**config.mk**
```make
export PLATFORM = sky130hd
export DESIGN_NAME = hidden1_sched
export DESIGN_NICKNAME = d
export VERILOG_FILES = /design/src/rtl/hidden1_sched.sv
export SDC_FILE = /design/constraint.sdc
export NUM_CORES = 1
export LEC_CHECK = 0
export ABC_CLOCK_PERIOD_IN_PS = 10500
export BUFFER_PORTS_ARGS = -buffer_cell sky130_fd_sc_hd__clkbuf_2
export CAP_MARGIN = 20
export CELL_PAD_IN_SITES_DETAIL_PLACEMENT = 2
export CELL_PAD_IN_SITES_GLOBAL_PLACEMENT = 2
export CORE_MARGIN = 3
export CORE_UTILIZATION = 42
export CTS_CLUSTER_SIZE = 30
export DETAILED_ROUTE_END_ITERATION = 7
export HOLD_SLACK_MARGIN = 0.06
export PLACE_DENSITY = 0.93
export SYNTH_ARGS = -nofsm -noshare
export SYNTH_HDL_FRONTEND = slang
export SYNTH_SLANG_ARGS = --single-unit
```
**constraint.sdc**
```tcl
create_clock -name clk -period 10.5 [get_ports clk]
set_input_delay 0.525 -clock clk [delete_from_list [all_inputs] [get_ports clk]]
set_output_delay 0.525 -clock clk [all_outputs]
set_load 0.02 [all_outputs]
```
**src/rtl/hidden1_sched.sv**
```systemverilog
// hidden1_sched: time-multiplexed 7->128 hidden layer sequencer with LANES shared MAC lanes
module hidden1_sched #(
  parameter int N_IN = 7,
  parameter int N_OUT = 128,
  parameter int LANES = 4,
  parameter int IN_W = 4,
  parameter int W_W = 9,
  parameter int ACC_W = 30,
  parameter int SHIFT = 9,
  localparam int N_GRP = N_OUT / LANES,
  localparam int AW = $clog2(N_GRP * N_IN),
  localparam int GW = $clog2(N_GRP),
  localparam int JW = $clog2(N_IN)
) (
  input  logic                   clk,
  input  logic                   rst_n,
  input  logic                   start,
  input  logic [N_IN*IN_W-1:0]   in_vec,
  output logic                   busy,
  output logic                   done,
  output logic                   w_rd_en,
  output logic [AW-1:0]          w_addr,
  input  logic [LANES*W_W-1:0]   w_rdata,
  output logic                   b_rd_en,
  output logic [GW-1:0]          b_addr,
  input  logic [LANES*W_W-1:0]   b_rdata,
  output logic                   out_valid,
  input  logic                   out_ready,
  output logic [GW-1:0]          out_addr,
  output logic [LANES*W_W-1:0]   out_data
);
  typedef enum logic [2:0] {IDLE, MAC, BIAS, FIN, WRITE, DONE} state_t;
  localparam logic [JW-1:0] J_LAST = JW'(N_IN - 1);
  localparam logic [GW-1:0] G_LAST = GW'(N_GRP - 1);
  state_t state;
  logic [GW-1:0] g;
  logic [JW-1:0] j, j_d;
  logic rd_d;
  logic [N_IN*IN_W-1:0] in_q;
  logic signed [ACC_W-1:0] acc [LANES];
  always_ff @(posedge clk or negedge rst_n) begin
    if (!rst_n) begin
      state <= IDLE;
      g <= '0;
      j <= '0;
      j_d <= '0;
      rd_d <= 1'b0;
      in_q <= '0;
      busy <= 1'b0;
      done <= 1'b0;
      w_rd_en <= 1'b0;
      w_addr <= '0;
      b_rd_en <= 1'b0;
      b_addr <= '0;
      out_valid <= 1'b0;
      out_addr <= '0;
      out_data <= '0;
      for (int k = 0; k < LANES; k++) acc[k] <= '0;
    end else begin
      // weight data lags its read strobe by one cycle, so index the input with the delayed j
      rd_d <= w_rd_en;
      j_d <= j;
      if (rd_d)
        for (int k = 0; k < LANES; k++)
          acc[k] <= acc[k] + ACC_W'($signed(in_q[j_d*IN_W +: IN_W])) * ACC_W'($signed(w_rdata[k*W_W +: W_W]));
      case (state)
        IDLE: if (start) begin
          in_q <= in_vec;
          g <= '0;
          j <= '0;
          w_addr <= '0;
          w_rd_en <= 1'b1;
          busy <= 1'b1;
          for (int k = 0; k < LANES; k++) acc[k] <= '0;
          state <= MAC;
        end
        MAC: if (j == J_LAST) begin
          w_rd_en <= 1'b0;
          b_rd_en <= 1'b1;
          b_addr <= g;
          state <= BIAS;
        end else begin
          j <= j + 1'b1;
          w_addr <= w_addr + 1'b1;
        end
        BIAS: begin
          b_rd_en <= 1'b0;
          state <= FIN;
        end
        FIN: begin
          for (int k = 0; k < LANES; k++)
            out_data[k*W_W +: W_W] <= W_W'((acc[k] + ACC_W'($signed(b_rdata[k*W_W +: W_W]))) >>> SHIFT);
          out_addr <= g;
          out_valid <= 1'b1;
          state <= WRITE;
        end
        WRITE: if (out_ready) begin
          out_valid <= 1'b0;
          for (int k = 0; k < LANES; k++) acc[k] <= '0;
          if (g == G_LAST) begin
            done <= 1'b1;
            state <= DONE;
          end else begin
            g <= g + 1'b1;
            j <= '0;
            w_addr <= AW'((32'(g) + 1) * N_IN);
            w_rd_en <= 1'b1;
            state <= MAC;
          end
        end
        DONE: begin
          done <= 1'b0;
          busy <= 1'b0;
          state <= IDLE;
        end
        default: state <= IDLE;
      endcase
    end
  end
endmodule
```
### Yosys cells after proc, flatten, opt, wreduce, memory -nomap -nowiden

Cells that the tools add are included.

| storage, ports and cells | value |
|---|---|
| register bits after elaboration | 222 |
| output and inout bits | 59 |
| logic and storage cells | 103 |

| operators by class | value |
|---|---|
| add/subtract/negate cells | 12 |
| multipliers | 5 |
| equality and inequality tests | 13 |
| shift-type cells | 1 |
| multiplexer cells | 36 |
| reduce and logical (&&, ||, !) cells | 17 |

Operators by type and width:

| cell | number |
|---|---|
| 120-bit 2-to-1 mux | 3 |
| 120-bit case mux with 2 select lines | 1 |
| 30-bit by 13-bit adder with 30-bit output | 4 |
| 18-bit by 9-bit adder with 18-bit output | 4 |
| 4-bit by 9-bit multiplier with 13-bit output | 4 |
| 8-bit 2-to-1 mux | 4 |
| 28-bit by 6-bit variable part select with 4-bit output | 1 |
| 3-bit 2-to-1 mux | 8 |
| 8-bit case mux with 3 select lines | 1 |
| 5-bit 2-to-1 mux | 3 |
| 3-bit case mux with 5 select lines | 1 |
| 2-bit inequality test, second input constant | 6 |
| 5-bit case mux with 2 select lines | 1 |
| 2-bit AND reduction | 5 |
| 5-bit AND reduction | 2 |
| 2-bit nonzero test | 5 |
| 3-bit equality test, second input constant | 3 |
| 3-bit case mux with 3 select lines | 1 |
| 8-bit by 1-bit adder with 8-bit output, second input constant | 1 |
| 6-bit by 3-bit multiplier with 8-bit output, second input constant | 1 |
| 1-bit 2-to-1 mux | 8 |
| 1-bit case mux with 2 select lines | 4 |
| 5-bit by 1-bit adder with 6-bit output, second input constant | 1 |
| 3-bit by 2-bit equality test with 1-bit output, second input constant | 2 |
| 9 further kinds | 10 |

### Depth between registers and ports, before layout

Gate-level depths: netlist of run 1.

| depth | value |
|---|---|
| word-level depth | 6 |
| gate-level depth with buffers | 22 |
| mapped depth without buffers | 20 |

### Worst setup path after synthesis of run 1

No wires, ideal clock.

| path | value |
|---|---|
| kind | flip-flop to flip-flop |
| from | reg j_d[0] |
| to | reg acc[76] in the netlist's numbering |
| setup time | 0.120 ns |
| arrival | 5.189 ns |
| setup slack | 5.191 ns |
| cell stages (with the launch flop) | 20 |
| clock period less this slack | 5.309 ns |
| path through | dfrtp_1 buf_6 mux4_2 o21ai_1 clkbuf_1 inv_1 fa_1 inv_1 fa_1 fa_1 inv_1 fa_1 a21o_1 a21oi_1 o21a_1 o21ai_1 a221oi_1 o21ai_1 mux2i_1 a31o_2 |

| between the ends | value |
|---|---|
| longest elaborated chain between the ends | 6 |
| elaborated cells between the ends (all ways) | 7 |
| classes of those cells | add/sub (1); mul (1); shift (1); mux (4) |

RTL lines:

| item | RTL line | text |
|---|---|---|
| from (decl) | 37 | `logic [JW-1:0] j, j_d;` |
| from (signal assigned) | 62 | `j_d <= j;` |
| 28-bit by 6-bit variable part select with 4-bit output (*) | 65 | `acc[k] <= acc[k] + ACC_W'($signed(in_q[j_d*IN_W +: IN_W])) * ACC_W'($signed(w_rdata[k*W_W +: W_W]));` |
| 4-bit by 9-bit multiplier with 13-bit output (*) | 65 |  |
| 30-bit by 13-bit adder with 30-bit output (*) | 65 |  |
| 120-bit 2-to-1 mux (*) | 63 | `if (rd_d)` |
| 120-bit 2-to-1 mux (on tied branches) | 97, 67 |  |
| 120-bit case mux with 2 select lines (*) | 66 | `case (state)` |
| to (signal, indexed assignment) | 65 |  |
| to (decl) | 40 | `logic signed [ACC_W-1:0] acc [LANES];` |

Mark *: on every way between the ends. The rest lies on a longest branch, timed or not.
A chain may end at the register's enable or synchronous reset.

### Worst setup path in the final report of run 1

| path | value |
|---|---|
| from | reg j_d[0] |
| to | reg acc[46] in the netlist's numbering |

Same word-level chain as after synthesis.

==> results of run 1 <==
## cell type report
type / count / area [µm²] / area share [%]
inverters: 336 / 1260 / 6.30
clock buffers: 19 / 453 / 2.26
multi-input cells: 1322 / 12200 / 61.2
flip-flops and latches: 174 / 4360 / 21.8
well taps: 539 / 674 / 3.37
repair buffers: 173 / 902 / 4.51
clock inverters: 13 / 121 / 0.606
## metrics by stage
| stage | hold slack (ns) | cells | utilization, % | worst slack (ns) |
|---|---|---|---|---|
| floorplan | 0.229 | 1887 | - | 5.19 |
| detailed placement | 0.453 | 2544 | 46.0 | 4.07 |
| global route | 0.128 | 2576 | 47.4 | 3.72 |
| CTS | 0.110 | 2576 | 47.4 | 4.04 |
| global placement | 0.433 | 2544 | 46.0 | 4.52 |
| finish | 0.0724 | 2576 | 47.4 | 4.00 |
## registers in the layout (all words and copies together), names as in the netlist, 3 cells and up
register	flops
acc	72
b_addr	5
g	5
in_q	28
j	3
j_d	3
out_addr	5
out_data	36
state	3
w_addr	8
## logic make-up (layout without fill, tap and decap cells)
family	Yosys count	after routing	share of synthesized area (%)
AO/OA/AOI/OAI	297	297	10.7
XOR/XNOR	111	111	5.39
adder cells (fa/ha/maj)	385	385	33.4
buffers and inverters	391	541	8.24
flip-flops	174	174	24.1
multiplexers	105	105	6.45
AND/OR/NAND/NOR	424	424	11.7
## routing by layer
metal	vias to the layer above	global-route usage (%)
met4	0	12.3
met2	379	56.8
met3	182	5.38
met5	-	0
met1	7596	33.1
li1	6428	-
## synthesized netlist by cell type (5+ instances only)
master	n	share of area, %
a31oi_1	8	0.28
a21oi_1	66	1.8
nand2_1	80	1.7
o21a_1	11	0.46
o21bai_1	15	0.62
xnor2_1	81	3.9
and3_1	7	0.24
a41oi_1	5	0.24
buf_1	6	0.12
and4_1	7	0.34
nor2b_1	107	3.7
o21ai_0	79	2.2
a31o_2	5	0.24
mux2i_1	60	3.3
xor2_1	30	1.5
a211oi_1	20	0.83
and2_1	9	0.31
nand3_1	26	0.72
nand2b_1	17	0.59
buf_2	6	0.17
or2_2	6	0.21
mux2_2	40	2.5
clkbuf_1	41	0.85
nor3_1	18	0.50
a21o_1	33	1.4
or3_1	12	0.42
dfrtp_1	174	24
o21ai_1	10	0.28
nor2_1	127	2.6
o31ai_1	9	0.37
o211ai_1	7	0.29
fa_1	161	18
inv_1	336	7.0
ha_1	224	16
## worst register-to-register path, cell delays in order, from the launching register on
cell and delay, ns:
dfrtp_1 0.57, mux4_2 0.58, o21ai_4 0.13, buf_4 0.49, inv_1 0.51, fa_1 0.63, inv_1 0.05, fa_1 0.47
fa_1 0.56, inv_1 0.07, fa_1 0.48, a21o_1 0.18, a21o_1 0.21, a21oi_1 0.27, o21ai_0 0.26, a31oi_1 0.33
o21ai_0 0.20, mux2i_1 0.15, a31o_2 0.23
## worst min path at each step
stage	slack, ns	end	startpoint	cells after the start
floorplan	0.23	acc[0]	rst_n	0
global placement	0.43	j_d[1]	j[1]	0
detailed placement	0.45	j_d[1]	j[1]	0
CTS	0.11	w_addr[5]	rst_n	1
global route	0.13	w_addr[5]	rst_n	1
finish	0.07	w_addr[5]	rst_n	1
==> run_results.csv, run 1 <==
group,metric,value,unit
place,place_area,19400,µm²
setup_path,cp.depth,18,
final_layout,postLayoutCellArea,20000,µm²
setup_path,path_cells,"mux4_2, o21ai_4, buf_4, inv_1, fa_1, inv_1, fa_1, fa_1, inv_1, fa_1, a21o_1, a21o_1, a21oi_1, o21ai_0, a31oi_1, o21ai_0, mux2i_1, a31o_2",
floorplan,start_util,42.7,%
final_layout,num-fill-cells,4525,
clocking,cts-root-buf,"clkbuf_16",
setup_path,cp_max_fo,37,
setup_path,crit_slowest_cell,"fa_1",
setup_path,crit_arrival,6.88,ns
timing,tightest_slew,1.02,ns
setup_path,path_buf_inv,4,
setup_path,critPathCaptureType,"flop",
timing,fin_crit_sh,61.9,%
timing,period_needed,6.50,ns
setup_path,worstReg2RegStart,"j_d[0]",
timing,fin_tns_setup,0,ns
place,portBuffers,162,
drt,vias,14600,
timing,fmax,154,MHz
job,max_cap_viol_count,0,
clocking,h-tree-depth,4,
global_routing,grt_pass1_wl,103000,µm
floorplan,pin_count,163,
drt,wl_per_cell,25.7,µm
final_layout,diodes,0,
setup_path,timing.rr.end,"acc[46]",
drt,top_layer,"met4",
drt,drcViolationCount,0,
floorplan,core_region_area,42200,µm²
synth,synth-seq-cells,174,
drt,met1Wirelength,25200,µm
final_layout,fin_nets,2513,
clocking,numCtsBuffers,17,
setup_path,r2r_setup_slack,4.00,ns
final_layout,mostFrequentLayoutCells,"inv_1 (336), ha_1 (224), dfrtp_1 (173), fa_1 (161), clkbuf_2 (161)",
floorplan,num_rows,75,
clocking,cts_resized,0,
clocking,postCtsSetupRepairBufs,0,
synth,synth-main-ff-cell,"dfrtp_1",
clocking,cts.clk_slew.worst_paths,0.08,ns
min_path,hold_class,"input pin to asynchronous set/reset pin",
clocking,cts_sinks,174,
clocking,cts_tree,"yes",
drt,viasPerCell,5.66,
synth,syn_area,18000,µm²
timing,fin_skew,0.0161,ns
synth,syn_nets,2376,
setup_path,crit_end,"acc[46]",
final_layout,syn_to_final_growth,11.0,%
synth,syn_area_per_cell,9.56,µm²
global_routing,antenna_found_initial,0,
setup_path,crit_family,"adder cells",
floorplan,die_y,213,µm
setup_path,cpPeakStageDelay,0.62,ns
timing,slew_violations,0,
run_status,status,"finished, final reports clean",
synth,ys_warn_count,0,
drt,wl,66200,µm
global_routing,first_global_vias,17900,
synth,ys_seq_area_share,24.1,%
global_routing,grt-ovfl-total,0,
setup_path,critical_path_required,10.88,ns
synth,ys_types,61,
drt,met2_length,36000,µm
timing,rsz0062_at_grt,"false",
setup_path,cp-startpoint,"j_d[0]",
drt,ant_nets,0,
drt,wl_met3,2310,µm
floorplan,fp.dieW,213,µm
global_routing,grt_usage,30.1,%
synth,syn_inst,1887,
final_layout,drive_above_1_share,13.7,%
timing,setup_viol,0,
timing,hold_violations,0,
setup_path,critPathLaunchType,"flop",
drt,dr.pass1.iters,5,
synth,synth_edf_count,0,
final_layout,final_common_cell,"inv_1",
floorplan,die_area,45500,µm²
setup_path,worstSetupPathType,"flop to flop",
setup_path,crit_path_frequent_cell,"fa_1",
timing,slew_headroom,31.8,%
setup_path,rr_worst_depth,18,
place,gp_congestion,0.824,
clocking,cts-hold-fix-buffers,0,
clocking,cts_buffer_depth,2,
place,dp.final_hpwl,51600,µm
global_routing,grt_max_degree,89,
synth,synthArstFlopShare,100,%
drt,dr.first_iter.drc_count,569,
clocking,clock_latency,0.51,ns
Power of run 1 is left out: the tool's default activity adds up to more than one toggle a clock period on the data nets, which glitch-free logic cannot reach.
==> run 2: changes to the inputs <==
==> config.mk (replaced) <==
export PLATFORM = sky130hd
export DESIGN_NAME = hidden1_sched
export DESIGN_NICKNAME = d
export VERILOG_FILES = /design/src/rtl/hidden1_sched.sv
export SDC_FILE = /design/constraint.sdc
export NUM_CORES = 1
export LEC_CHECK = 0
export ABC_AREA = 1
export ABC_CLOCK_PERIOD_IN_PS = 5500
export BUFFER_PORTS_ARGS = -buffer_cell sky130_fd_sc_hd__clkbuf_2
export CAP_MARGIN = 20
export CELL_PAD_IN_SITES_DETAIL_PLACEMENT = 2
export CELL_PAD_IN_SITES_GLOBAL_PLACEMENT = 2
export CORE_MARGIN = 3
export CORE_UTILIZATION = 33
export CTS_CLUSTER_SIZE = 30
export DETAILED_ROUTE_END_ITERATION = 7
export HOLD_SLACK_MARGIN = 0.06
export PLACE_DENSITY = 0.86
export SYNTH_ARGS = -nofsm -noshare
export SYNTH_HDL_FRONTEND = slang
export SYNTH_SLANG_ARGS = --single-unit
==> constraint.sdc (replaced) <==
create_clock -name clk -period 5.5 [get_ports clk]
set_input_delay 0.275 -clock clk [delete_from_list [all_inputs] [get_ports clk]]
set_output_delay 0.275 -clock clk [all_outputs]
set_load 0.02 [all_outputs]
==> run_results.csv, run 2 <==
group,metric,value,unit
run_status,status,"finished, final reports clean",
synth,synth_common_cells,"inv_1 (567), nand2_1 (552), nor2_1 (364)",
drt,dr.first_iter.drc_count,690,
timing,slew_headroom,38.0,%
global_routing,grt-ovfl-total,0,
setup_path,critPathCaptureType,"flop",
job,max_cap_viol_count,0,
clocking,cts_sinks,174,
timing,tightest_slew,0.930,ns
final_layout,final_common_cell,"inv_1",
drt,viasPerCell,5.13,
clocking,cts.clk_slew.worst_paths,0.08,ns
timing,fin_crit_sh,93.4,%
synth,synthArstFlopShare,100,%
drt,wl,76600,µm
drt,vias,19400,
clocking,cts-root-buf,"clkbuf_16",
synth,ys_warn_count,0,
setup_path,worstSetupPathType,"flop to flop",
final_layout,mostFrequentLayoutCells,"inv_1 (565), nand2_1 (550), nor2_1 (364), ha_1 (223), dfrtp_1 (172)",
place,gp_congestion,0.873,
final_layout,multi_input_area,13700,µm²
drt,drcViolationCount,0,
final_layout,fin_util,38.0,%
synth,syn_nets,3304,
global_routing,grt_max_degree,70,
setup_path,path_buf_inv,6,
floorplan,num_rows,90,
synth,syn_area_per_cell,7.25,µm²
global_routing,antenna_found_initial,5,
setup_path,critical_path_required,5.90,ns
final_layout,top_register,"acc",
floorplan,fp.dieW,255,µm
setup_path,crit_slowest_cell,"fa_1",
global_routing,first_global_vias,23000,
timing,fmax,195,MHz
final_layout,largest_reg_flops,72,
synth,synth-main-ff-cell,"dfrtp_1",
place,dp.final_hpwl,61700,µm
timing,setup_viol,0,
floorplan,pin_count,163,
place,portBuffers,162,
setup_path,crit_family,"adder cells",
place,dpl_worst_slack,0.185,ns
synth,syn_area,20400,µm²
floorplan,start_util,33.6,%
final_layout,fin_nets,3478,
synth,synthMostInstantiatedCell,"inv_1",
clocking,cts_buffer_depth,2,
synth,netlist_top_cells_area,"dfrtp_1 (21%), fa_1 (16%), ha_1 (14%), inv_1 (10%), nand2_1 (10%)",
final_layout,syn_to_final_growth,13.1,%
clocking,h-tree-depth,4,
final_layout,reg_top3,"acc x72, out_data x36, in_q x28",
floorplan,core_region_area,60800,µm²
clocking,clock_latency,0.51,ns
setup_path,cpPeakStageDelay,0.56,ns
timing,slew_violations,0,
final_layout,num-fill-cells,7249,
synth,synth-seq-cells,174,
drt,wl_per_cell,20.2,µm
synth,yosysTopAreaCell,"dfrtp_1",
drt,ant_nets,0,
drt,dr.pass1.iters,5,
global_routing,grt_usage,24.1,%
setup_path,crit_arrival,5.54,ns
final_layout,drive_above_1_share,9.13,%
floorplan,die_area,64900,µm²
timing,period_needed,5.14,ns
timing,fin_skew,0.0140,ns
synth,yosysTopAreaCellShare,21.3,%
synth,ys_seq_area_share,21.3,%
clocking,cts_tree,"yes",
synth,ys_types,45,
floorplan,die_y,255,µm
setup_path,critPathLaunchType,"flop",
global_routing,grt_pass1_wl,122000,µm
min_path,hold_class,"input pin to flop",
timing,hold_violations,0,
synth,synth_edf_count,0,
setup_path,cp_max_fo,25,
timing,fin_ws,0.364,ns
final_layout,seq_area,4360,µm²
setup_path,path_cells,"buf_4, o21ai_0, o221ai_1, nand2_2, buf_8, nor2_1, fa_1, fa_1, inv_1, fa_1, inv_1, ha_1, a21oi_1, nand2_1, nand2_1, nand2_1, inv_1, nor2_1, o21ai_0, nand2_1, o21bai_1, inv_1",
synth,syn_inst,2815,
clocking,numCtsBuffers,17,
-- run 2: cell types whose count changed after synthesis, sizes merged, moves of 61 or more --
cell   delta
nand2   +476
inv     +240
nor2    +241
nand3   +130
mux2i    -61
nor2b   -108
a21oi   +104
-- run 2: layout make-up --
type                            count  area share (%)
Timing Repair Buffer              208            5.61
Sequential cell                   174            18.9
Tap cell                          782            4.24
Inverter                          578            9.45
Clock buffer                       20            1.98
Clock inverter                     12           0.634
Antenna cell                        3          0.0325
Multi-Input combinational cell   2010            59.2
-- run 2: cell families (layout without fill, tap and decap cells) --
| group | count (synthesis) | after routing | share of synthesized area [%] |
|---|---|---|---|
| buf+inv | 631 | 818 | 11.8 |
| flops | 174 | 174 | 21.3 |
| compound gates | 388 | 388 | 10.4 |
| simple gates | 1180 | 1180 | 24.2 |
| other cells | 0 | 3 | 0 |
| mux | 22 | 22 | 1.21 |
| fa+ha+maj | 385 | 385 | 29.5 |
| xor+xnor | 35 | 35 | 1.50 |
-- run 2: layer usage --
layer	track usage [%]	up-vias	part of all wire (%)
li1	-	9183	-
met1	27.1	9832	41
met2	45.8	257	53
met3	3.14	139	2.1
met4	10.1	2	3.5
met5	0	-	0.017
-- run 2: path summary, 6_finish.rpt --
check                                 from           end  slack (ns)  depth (start not counted)
worst max register to register      j_d[0]       acc[41]        0.36                         22
max in group asynchronous            rst_n        j_d[0]        3.76                          3
worst min register to register        j[2]        j_d[2]        0.46                          0
worst min-delay path            in_vec[12]      in_q[12]        0.08                          3
worst max-delay path                j_d[0]       acc[41]        0.36                         22
min in group asynchronous            rst_n  out_data[23]        0.36                          2
-- run 2: timing repair --
action,in CTS,in global routing
hold endpoints to repair,95,0
gates resized for setup,0,8
setup buffers,0,5
hold buffers,29,0
setup endpoints to repair,0,31
-- run 2: worst min-delay path, delay by kind of cell --
| family | cells | cell delay [ns] |
|---|---|---|
| AOI/OAI and AO/OA | 1 | 0.13 |
| buffers and inverters | 1 | 0.08 |
| and+or+nand+nor | 1 | 0.05 |
-- run 2: metrics by stage --
stage               instances  hold WS, ns  area (µm²)  TNS, ns
detailed placement       3718        0.366       22100        0
CTS                      3779       0.0671       23000        0
floorplan                2815      -0.0206       20400        0
global route             3787       0.0995       23100  -0.0187
global placement         3718        0.359       22100        0
finish                   3787       0.0803       23100        0
Power of run 2 is left out for the same reason.
